--- config.mk ---
export PLATFORM = sky130hd
export DESIGN_NAME = display_pacer
export DESIGN_NICKNAME = d
export VERILOG_FILES = /design/src/rtl/display_pacer.sv
export SDC_FILE = /design/constraint.sdc
export NUM_CORES = 1
export LEC_CHECK = 0
export BUFFER_PORTS_ARGS = -buffer_cell sky130_fd_sc_hd__buf_2
export CORE_ASPECT_RATIO = 0.75
export CORE_MARGIN = 2
export CORE_UTILIZATION = 61
export CTS_CLUSTER_SIZE = 16
export DETAILED_ROUTE_END_ITERATION = 10
export HOLD_SLACK_MARGIN = 0.06
export PLACE_DENSITY_LB_ADDON = 0.12
export SLEW_MARGIN = 20
export SYNTH_ARGS = -nofsm -noshare
export SYNTH_HDL_FRONTEND = slang
export SYNTH_SLANG_ARGS = --single-unit
--- constraint.sdc ---
create_clock -name clk -period 4.7 [get_ports clk]
set_input_delay 0.47 -clock clk [delete_from_list [all_inputs] [get_ports clk]]
set_output_delay 0.47 -clock clk [all_outputs]
set_load 0.01 [all_outputs]
--- src/rtl/display_pacer.sv ---
// Character pacing stage between the CPU display register and the display terminal block.
// CPU writes queue in a FIFO; a sequencer replays each character with a strobe, a re-arm gap and a rate limit.
module display_pacer #(
  parameter int DEPTH      = 16,
  parameter int PACE_DIV   = 233333,
  parameter int STROBE_LEN = 4
) (
  input  logic       clk,
  input  logic       rst,
  input  logic       cpu_cs,
  input  logic       cpu_en,
  input  logic       cpu_we,
  input  logic       cpu_addr,
  input  logic [7:0] cpu_din,
  output logic [7:0] cpu_dout,
  input  logic       clr_screen,
  output logic       disp_address,
  output logic       disp_enable,
  output logic       disp_w_en,
  output logic [7:0] disp_din
);

  localparam int AW = (DEPTH > 1) ? $clog2(DEPTH) : 1;
  localparam int PW = (PACE_DIV > 2) ? $clog2(PACE_DIV) : 1;
  localparam int SW = (STROBE_LEN > 1) ? $clog2(STROBE_LEN) : 1;

  localparam logic [PW-1:0] PACE_LAST   = PW'(PACE_DIV - 1);
  localparam logic [SW-1:0] STROBE_LAST = SW'(STROBE_LEN - 1);
  localparam logic [SW-1:0] GAP_LAST    = SW'(1);
  localparam logic [5:0]    FULL_COUNT  = 6'(DEPTH);

  typedef enum logic [1:0] {
    S_IDLE,
    S_STROBE,
    S_GAP,
    S_WAIT
  } state_t;

  state_t          state;
  state_t          state_nxt;
  logic [7:0]      mem [DEPTH];
  logic [AW-1:0]   wr_ptr;
  logic [AW-1:0]   rd_ptr;
  logic [5:0]      count;
  logic            ovf;
  logic [7:0]      last_char;
  logic [SW-1:0]   step_cnt;
  logic [PW-1:0]   pace_cnt;
  logic [PW-1:0]   pace_nxt;
  logic            pace_done;

  logic            bus_acc;
  logic            data_wr;
  logic            ctrl_wr;
  logic            flush;
  logic            full;
  logic            empty;
  logic            push;
  logic            pop;

  // clr_screen masks every CPU access in its cycle, so it can be folded into the bus qualifier
  assign bus_acc = cpu_cs & cpu_en & ~clr_screen;
  assign data_wr = bus_acc & cpu_we & ~cpu_addr;
  assign ctrl_wr = bus_acc & cpu_we & cpu_addr;
  assign flush   = ctrl_wr & cpu_din[0];
  assign full    = (count == FULL_COUNT);
  assign empty   = (count == 6'd0);
  assign push    = data_wr & ~full;

  assign pace_nxt  = (pace_cnt >= PACE_LAST) ? pace_cnt : pace_cnt + PW'(1);
  assign pace_done = (pace_nxt >= PACE_LAST);

  assign cpu_dout = cpu_addr ? {empty, ovf, 1'b0, count[4:0]}
                             : {full, last_char[6:0]};

  always_ff @(posedge clk) begin
    if (push) begin
      mem[wr_ptr] <= cpu_din;
    end
  end

  // Fullness is judged before the edge, so a same-cycle pop never makes room for a push
  always_ff @(posedge clk) begin
    if (rst) begin
      wr_ptr    <= '0;
      rd_ptr    <= '0;
      count     <= 6'd0;
      ovf       <= 1'b0;
      last_char <= 8'h00;
    end else if (clr_screen || flush) begin
      wr_ptr <= '0;
      rd_ptr <= '0;
      count  <= 6'd0;
      ovf    <= 1'b0;
    end else begin
      if (push) begin
        wr_ptr    <= wr_ptr + AW'(1);
        last_char <= cpu_din;
      end
      if (pop) begin
        rd_ptr <= rd_ptr + AW'(1);
      end
      case ({push, pop})
        2'b10:   count <= count + 6'd1;
        2'b01:   count <= count - 6'd1;
        default: count <= count;
      endcase
      if (data_wr && full) begin
        ovf <= 1'b1;
      end else if (ctrl_wr) begin
        ovf <= 1'b0;
      end
    end
  end

  // GAP may skip WAIT when the pace interval has already elapsed, giving the short-period floor
  always_comb begin
    state_nxt = state;
    pop       = 1'b0;
    case (state)
      S_IDLE: begin
        if (!empty && !clr_screen && !flush) begin
          pop       = 1'b1;
          state_nxt = S_STROBE;
        end
      end
      S_STROBE: begin
        if (clr_screen || step_cnt == STROBE_LAST) begin
          state_nxt = S_GAP;
        end
      end
      S_GAP: begin
        if (step_cnt == GAP_LAST) begin
          state_nxt = pace_done ? S_IDLE : S_WAIT;
        end
      end
      S_WAIT: begin
        if (clr_screen || pace_done) begin
          state_nxt = S_IDLE;
        end
      end
      default: state_nxt = S_IDLE;
    endcase
  end

  always_ff @(posedge clk) begin
    if (rst) begin
      state <= S_IDLE;
    end else begin
      state <= state_nxt;
    end
  end

  // Display-side outputs are registered from the next state so they change exactly with it
  always_ff @(posedge clk) begin
    if (rst) begin
      step_cnt     <= '0;
      pace_cnt     <= '0;
      disp_address <= 1'b1;
      disp_enable  <= 1'b0;
      disp_w_en    <= 1'b0;
      disp_din     <= 8'h00;
    end else begin
      if (state_nxt != state) begin
        step_cnt <= '0;
      end else if (state == S_STROBE || state == S_GAP) begin
        step_cnt <= step_cnt + SW'(1);
      end
      pace_cnt <= pop ? '0 : pace_nxt;
      if (pop) begin
        disp_din <= mem[rd_ptr];
      end
      disp_address <= (state_nxt == S_IDLE) || (state_nxt == S_WAIT);
      disp_enable  <= (state_nxt == S_STROBE);
      disp_w_en    <= (state_nxt == S_STROBE);
    end
  end

endmodule

==> results.cfg, run 1 <==
[placement]
post-place-cells = 751
place.gp.congestion = 0.8262
portBuffers = 33
dp_hpwl_mm = 10.94

[global_routing]
antenna_found_initial = 0
grt_pass1_wl_mm = 25.52
gr-total-overflow = 0
grt_use_total_pct = 25.26
grt_pass1_vias = 4502
grt_max_degree = 36

[floorplanning]
coreArea_um2 = 12880
initial_utilization_pct = 61.89
dieArea_um2 = 14010
die_h_um = 103.0
ios = 34
die_w_um = 136.0
rows = 36

[logic_synthesis]
netlist_instances = 568
synth_most_common_cell = edfxtp_1
yosysWarnings = 0
yosysTopAreaCellShare_pct = 48.21
netlist-cell-type-count = 62
synth_edf_count = 128
async_reset_ff_share_pct = 0
synth.largest_area_cell = edfxtp_1
yosysSeqAreaShare_pct = 61.77
ys_ff_latch = 182
synthTopCellsByArea = edfxtp_1, dfxtp_1, mux4_2
synth_area_um2 = 7973
syn-num-nets = 604
synthTopCellsByCount = edfxtp_1, nor2_1, dfxtp_1
synth-main-ff-cell = edfxtp_1
syn_avg_cell_area_um2 = 14.04

[drt]
firstDrtPassIters = 4
drtAntennaViolNets = 0
wl_per_cell_um = 21.15
vias = 4761
drt_iter0_markers = 405
routed_wl_mm = 16.56
vias_per_cell = 6.080
post-route-drc-count = 0

[worst_setup_path]
critical-path-max-stage-delay_ns = 0.40
r2r-start = count[0]$_SDFFE_PP0P_
crit_path_top_delay_cell = inv_1
worstPathRequired_ns = 5.06
r2r-end = count[5]$_SDFFE_PP0P_
worstPathMaxFanout = 13
path_class = in2reg
reg2regPathDepth = 14
critPathLaunchType = primary input
ff2ff_setup_slack_ns = 1.19
cp.arrival_ns = 3.92
endpoint_kind = flop
crit_chain = buf_2 -> and4b_1 -> and2_1 -> a21oi_1 -> o21a_1 -> nand2_1 -> inv_1 -> ha_1 -> ha_1 -> a21o_1 -> a21oi_1 -> o21bai_1 -> a21oi_1 -> xnor2_1 -> or3_1 -> a21oi_1
critPathLaunch = clr_screen
cp_common_cell = a21oi_1

[timing]
whs_ns = 0.4465
slew_violations = 0
fin_crit_ns = 3.561
period_share_pct = 75.78
max_freq_ghz = 0.2808
worstMarginPinSlew_ns = 0.9363
hold_viol = 0
setup_tns_ns = 0
rsz0062_at_grt = false
fin_skew_ns = 0.01207
max-slew-margin-rel_pct = 37.35
finalSetupViolCount = 0

[pwr]
ir_drop_mv = 0.3153
leakage_uw = 0.002949
power_density_nw_per_um2 = 359.4

[cts]
cts_buffers = 17
clk_pin_slew_ns = 0.08
htreeDepth = 4
postCtsHoldBufs = 0
insertion_delay_ns = 0.43
cts-root-buf = clkbuf_16
cts_tree = yes
post_cts_buffers = 0
cts_buffer_depth = 2
cts_resized = 0
clkSinkCount = 182

[layout]
register_area_um2 = 4926
stdcell_count = 783
drive_gt1_share_pct = 22.06
area_delta_synth_final_pct = 11.21
fillers = 881
nNetsFinal = 635
multi_input_area_um2 = 2855
diodes = 0

[worst_hold_path]
worstHoldStart = cpu_din[7]
hold_path.class = in2reg
holdPathStages = 1
min_to = mem[7][7]$_DFFE_PP_

[flow_run]
max_cap_viol_count = 0

[status]
outcome = complete, no violations
-- worst max-delay path: cells and delay by family --
kind / cells / cell delay (ns)
AOI/OAI and AO/OA: 7 / 1.27
buffers and inverters: 2 / 0.53
and+or+nand+nor: 4 / 0.96
adders and majority gates: 2 / 0.60
xor gates and xnor gates: 1 / 0.09
-- registers in the layout (all words and copies together), names as in the netlist --
| register | cells |
|---|---|
| pace_cnt | 18 |
| disp_w_en | 1 |
| mem | 128 |
| disp_address | 1 |
| ovf | 1 |
| count | 6 |
| disp_din | 8 |
| last_char | 7 |
| step_cnt | 2 |
| state | 2 |
| rd_ptr | 4 |
| wr_ptr | 4 |
-- area by class of cell --
cell class | count | area share [%]
Sequential cell | 182 | 55.56
Inverter | 19 | 0.8044
Clock inverter | 15 | 1.764
Multi-Input combinational cell | 339 | 32.20
Timing Repair Buffer | 40 | 2.456
Clock buffer | 17 | 4.798
Tap cell | 171 | 2.413
-- cells by family after synthesis --
kind of cell / Yosys count / share of synthesized area [%]
flip-flops: 182 / 61.77
AND/OR/NAND/NOR: 164 / 9.793
AO/OA/AOI/OAI: 69 / 6.026
multiplexers: 56 / 13.42
buffers and inverters: 47 / 2.417
XOR/XNOR: 29 / 3.186
adder cells (fa/ha/maj): 21 / 3.390
-- metal layers --
layer | wire [um] | track usage [%] | vias up
li1 | - | - | 2186
met1 | 7582 | 37.74 | 2375
met2 | 7598 | 38.00 | 182
met3 | 1205 | 5.703 | 18
met4 | 174 | 6.651 | 0
met5 | 0 | 0 | -
-- power by group --
part / switching, uW / total, uW / internal [uW]
clock network: 648 / 1400 / 752
registers: 5.78 / 1720 / 1720
logic: 45.2 / 64.2 / 19.1
total: 699 / 3190 / 2490
-- how the worst max path moves through the flow --
stage	to	depth (start not counted)	slack, ns
after floorplan	count[5]$_SDFFE_PP0P_	17	1.14
after global placement	count[5]$_SDFFE_PP0P_	16	0.90
after detailed placement	count[5]$_SDFFE_PP0P_	16	0.67
after CTS	count[5]$_SDFFE_PP0P_	16	1.11
after global routing	count[5]$_SDFFE_PP0P_	16	0.79
final	count[5]$_SDFFE_PP0P_	16	1.14
-- stage by stage --
| stage | utilization [%] | total power [uW] | setup slack (ns) | area, um^2 |
|---|---|---|---|---|
| after detailed placement | 64.31 | 1822 | 0.6706 | 8284 |
| after global placement | 64.31 | 1818 | 0.9041 | 8284 |
| after floorplan | - | 1789 | 1.141 | 7973 |
| after global routing | 68.82 | 3276 | 0.7948 | 8866 |
| after CTS | 68.82 | 3203 | 1.110 | 8866 |
| final | 68.82 | 3186 | 1.139 | 8866 |
-- placed cells by master (no fill, tap or decap), drive strengths merged, types with 5 or more instances in the layout --
cell type | netlist | layout
nor3 | 11 | 11
mux2 | 7 | 7
buf | 12 | 40
xor2 | 15 | 15
edfxtp | 128 | 128
nor2 | 71 | 71
xnor2 | 14 | 14
mux4 | 40 | 40
dfxtp | 54 | 54
nand2b | 6 | 6
o21ai | 9 | 9
clkbuf | 16 | 17
a31oi | 6 | 6
mux2i | 9 | 9
nand4 | 5 | 5
nand2 | 41 | 41
nand3 | 7 | 7
ha | 20 | 20
and3 | 5 | 5
a21oi | 28 | 28
inv | 19 | 28
No activity file was read; power rests on OpenSTA's default activity.
==> inputs of run 2 (changes only) <==
==> constraint.sdc (replaced) <==
create_clock -name clk -period 3.54 [get_ports clk]
set_input_delay 0.354 -clock clk [delete_from_list [all_inputs] [get_ports clk]]
set_output_delay 0.354 -clock clk [all_outputs]
set_load 0.01 [all_outputs]
==> run 2 against run 1 <==
Net effect:
- setup slack worse by 0.81 ns
- sequential share of layout area is 0.35 points lower
- register-to-register slack worse by 0.86 ns
- global-route usage hardly changed
- critical endpoint is now disp_address$_SDFF_PP1_
- largest cell class unchanged
- largest power group unchanged
- highest routed layer unchanged
==> results.cfg, run 2 (synthesized netlist as in run 1, its figures left out) <==
[drt]
vias = 4757
post-route-drc-count = 0
drt_iter0_markers = 423
vias_per_cell = 5.999
wl_per_cell_um = 20.38
firstDrtPassIters = 5
drtAntennaViolNets = 0
routed_wl_mm = 16.16

[timing]
max-slew-margin-rel_pct = 46.22
fin_skew_ns = 0.006375
period_share_pct = 90.72
finalSetupViolCount = 0
slew_violations = 0
rsz0062_at_grt = false
worstMarginPinSlew_ns = 0.8037
max_freq_ghz = 0.3114
hold_viol = 0
setup_tns_ns = 0
fin_crit_ns = 3.211

[pwr]
leakage_uw = 0.002987
ir_drop_mv = 0.6166
power_uw = 4186
power_density_nw_per_um2 = 469.2

[floorplanning]
rows = 36
dieArea_um2 = 14010
die_h_um = 103.0
coreArea_um2 = 12880
ios = 34
initial_utilization_pct = 61.89
die_w_um = 136.0

[cts]
cts_buffer_depth = 2
postCtsHoldBufs = 0
htreeDepth = 4
clkSinkCount = 182
clk_pin_slew_ns = 0.06
cts-root-buf = clkbuf_16
insertion_delay_ns = 0.43
post_cts_buffers = 0
cts_tree = yes
cts_resized = 0
cts_buffers = 17

[global_routing]
grt_use_total_pct = 25.27
gr-total-overflow = 0
grt_pass1_wl_mm = 25.43
grt_pass1_vias = 4588
grt_max_degree = 36
antenna_found_initial = 0

[worst_setup_path]
crit_buf_inv = 0
worstPathRequired_ns = 3.86
cp.arrival_ns = 3.53
endpoint_kind = flop
critPathLaunchType = flop
critical-path-max-stage-delay_ns = 0.50
crit_path_top_delay_cell = dfxtp_1
worstPathMaxFanout = 9
path_class = reg2reg
crit_chain = nand4_1 -> nor4_2 -> and4_1 -> a21oi_1 -> a31oi_1 -> nand2_1 -> a221oi_1 -> nor2_1 -> ha_1 -> or2_2
crit_family = simple AND/OR/NAND/NOR gates

[layout]
diodes = 0
layout_commonest_cell = edfxtp_1
post-route-cell-area_um2 = 8922
final_util_pct = 69.26
nNetsFinal = 645
largest_reg_flops = 128
top_register = mem
reg_top3 = mem (128), pace_cnt (18), disp_din (8)
stdcell_count = 793
drive_gt1_share_pct = 22.67
layout_common_cells = edfxtp_1, nor2_1, dfxtp_1
area_delta_synth_final_pct = 11.91

[flow_run]
max_cap_viol_count = 0

[placement]
place.gp.congestion = 0.9309
post-place-cells = 761
dp_hpwl_mm = 10.93
portBuffers = 33
placed_area_um2 = 8359

[worst_hold_path]
hold_path.class = in2reg

[status]
outcome = complete, no violations
-- run 2: per-layer routing --
layer / part of all wire, % / track usage (%) / wire (um)
met4: 1.1 / 8.253 / 172
met3: 5.9 / 6.342 / 948
met2: 45 / 37.88 / 7306
met5: 0 / 0 / 0
met1: 48 / 36.82 / 7732
-- run 2: final cells by class --
class / count / area (um^2)
Inverter: 19 / 71.32
Clock inverter: 13 / 130.1
Clock buffer: 19 / 432.9
Multi-Input combinational cell: 339 / 2855
Sequential cell: 182 / 4926
Fill cell: 896 / 3960
Timing Repair Buffer: 50 / 292.8
Tap cell: 171 / 214.0
-- run 2: worst reg2reg max path: stages (launching register included) --
cell and delay, ns:
dfxtp_1 0.50, nand4_1 0.25, nor4_2 0.50, and4_1 0.30, a21oi_1 0.17, a31oi_1 0.30
nand2_1 0.13, a221oi_1 0.33, nor2_1 0.09, ha_1 0.27, or2_2 0.26
-- run 2: metrics by stage --
| step | hold WS [ns] | worst slack (ns) |
|---|---|---|
| after floorplan | 0.4520 | 0.09729 |
| after global placement | 0.4422 | 0.3852 |
| after detailed placement | 0.4519 | 0.2625 |
| after CTS | 0.2601 | 0.4056 |
| after global routing | 0.2841 | 0.07583 |
| final | 0.2926 | 0.3286 |
-- run 2: path summary, 6_finish.rpt --
check | startpoint | to | slack, ns | cells after the start
max | pace_cnt[3]$_SDFF_PP0_ | disp_address$_SDFF_PP1_ | 0.33 | 10
min reg2reg | disp_din[3]$_SDFFE_PP0P_ | disp_din[3]$_SDFFE_PP0P_ | 0.46 | 2
min | cpu_addr | ovf$_SDFFE_PP0P_ | 0.29 | 3
max reg2reg | pace_cnt[3]$_SDFF_PP0_ | disp_address$_SDFF_PP1_ | 0.33 | 10
-- run 2: power breakdown --
part	internal (uW)	leakage (uW)	switching, uW	total, uW
logic	27.5	0.00114	62.5	89.9
clock network	1030	0.000265	777	1810
registers	2280	0.00159	5.35	2290
total	3340	0.00299	845	4190
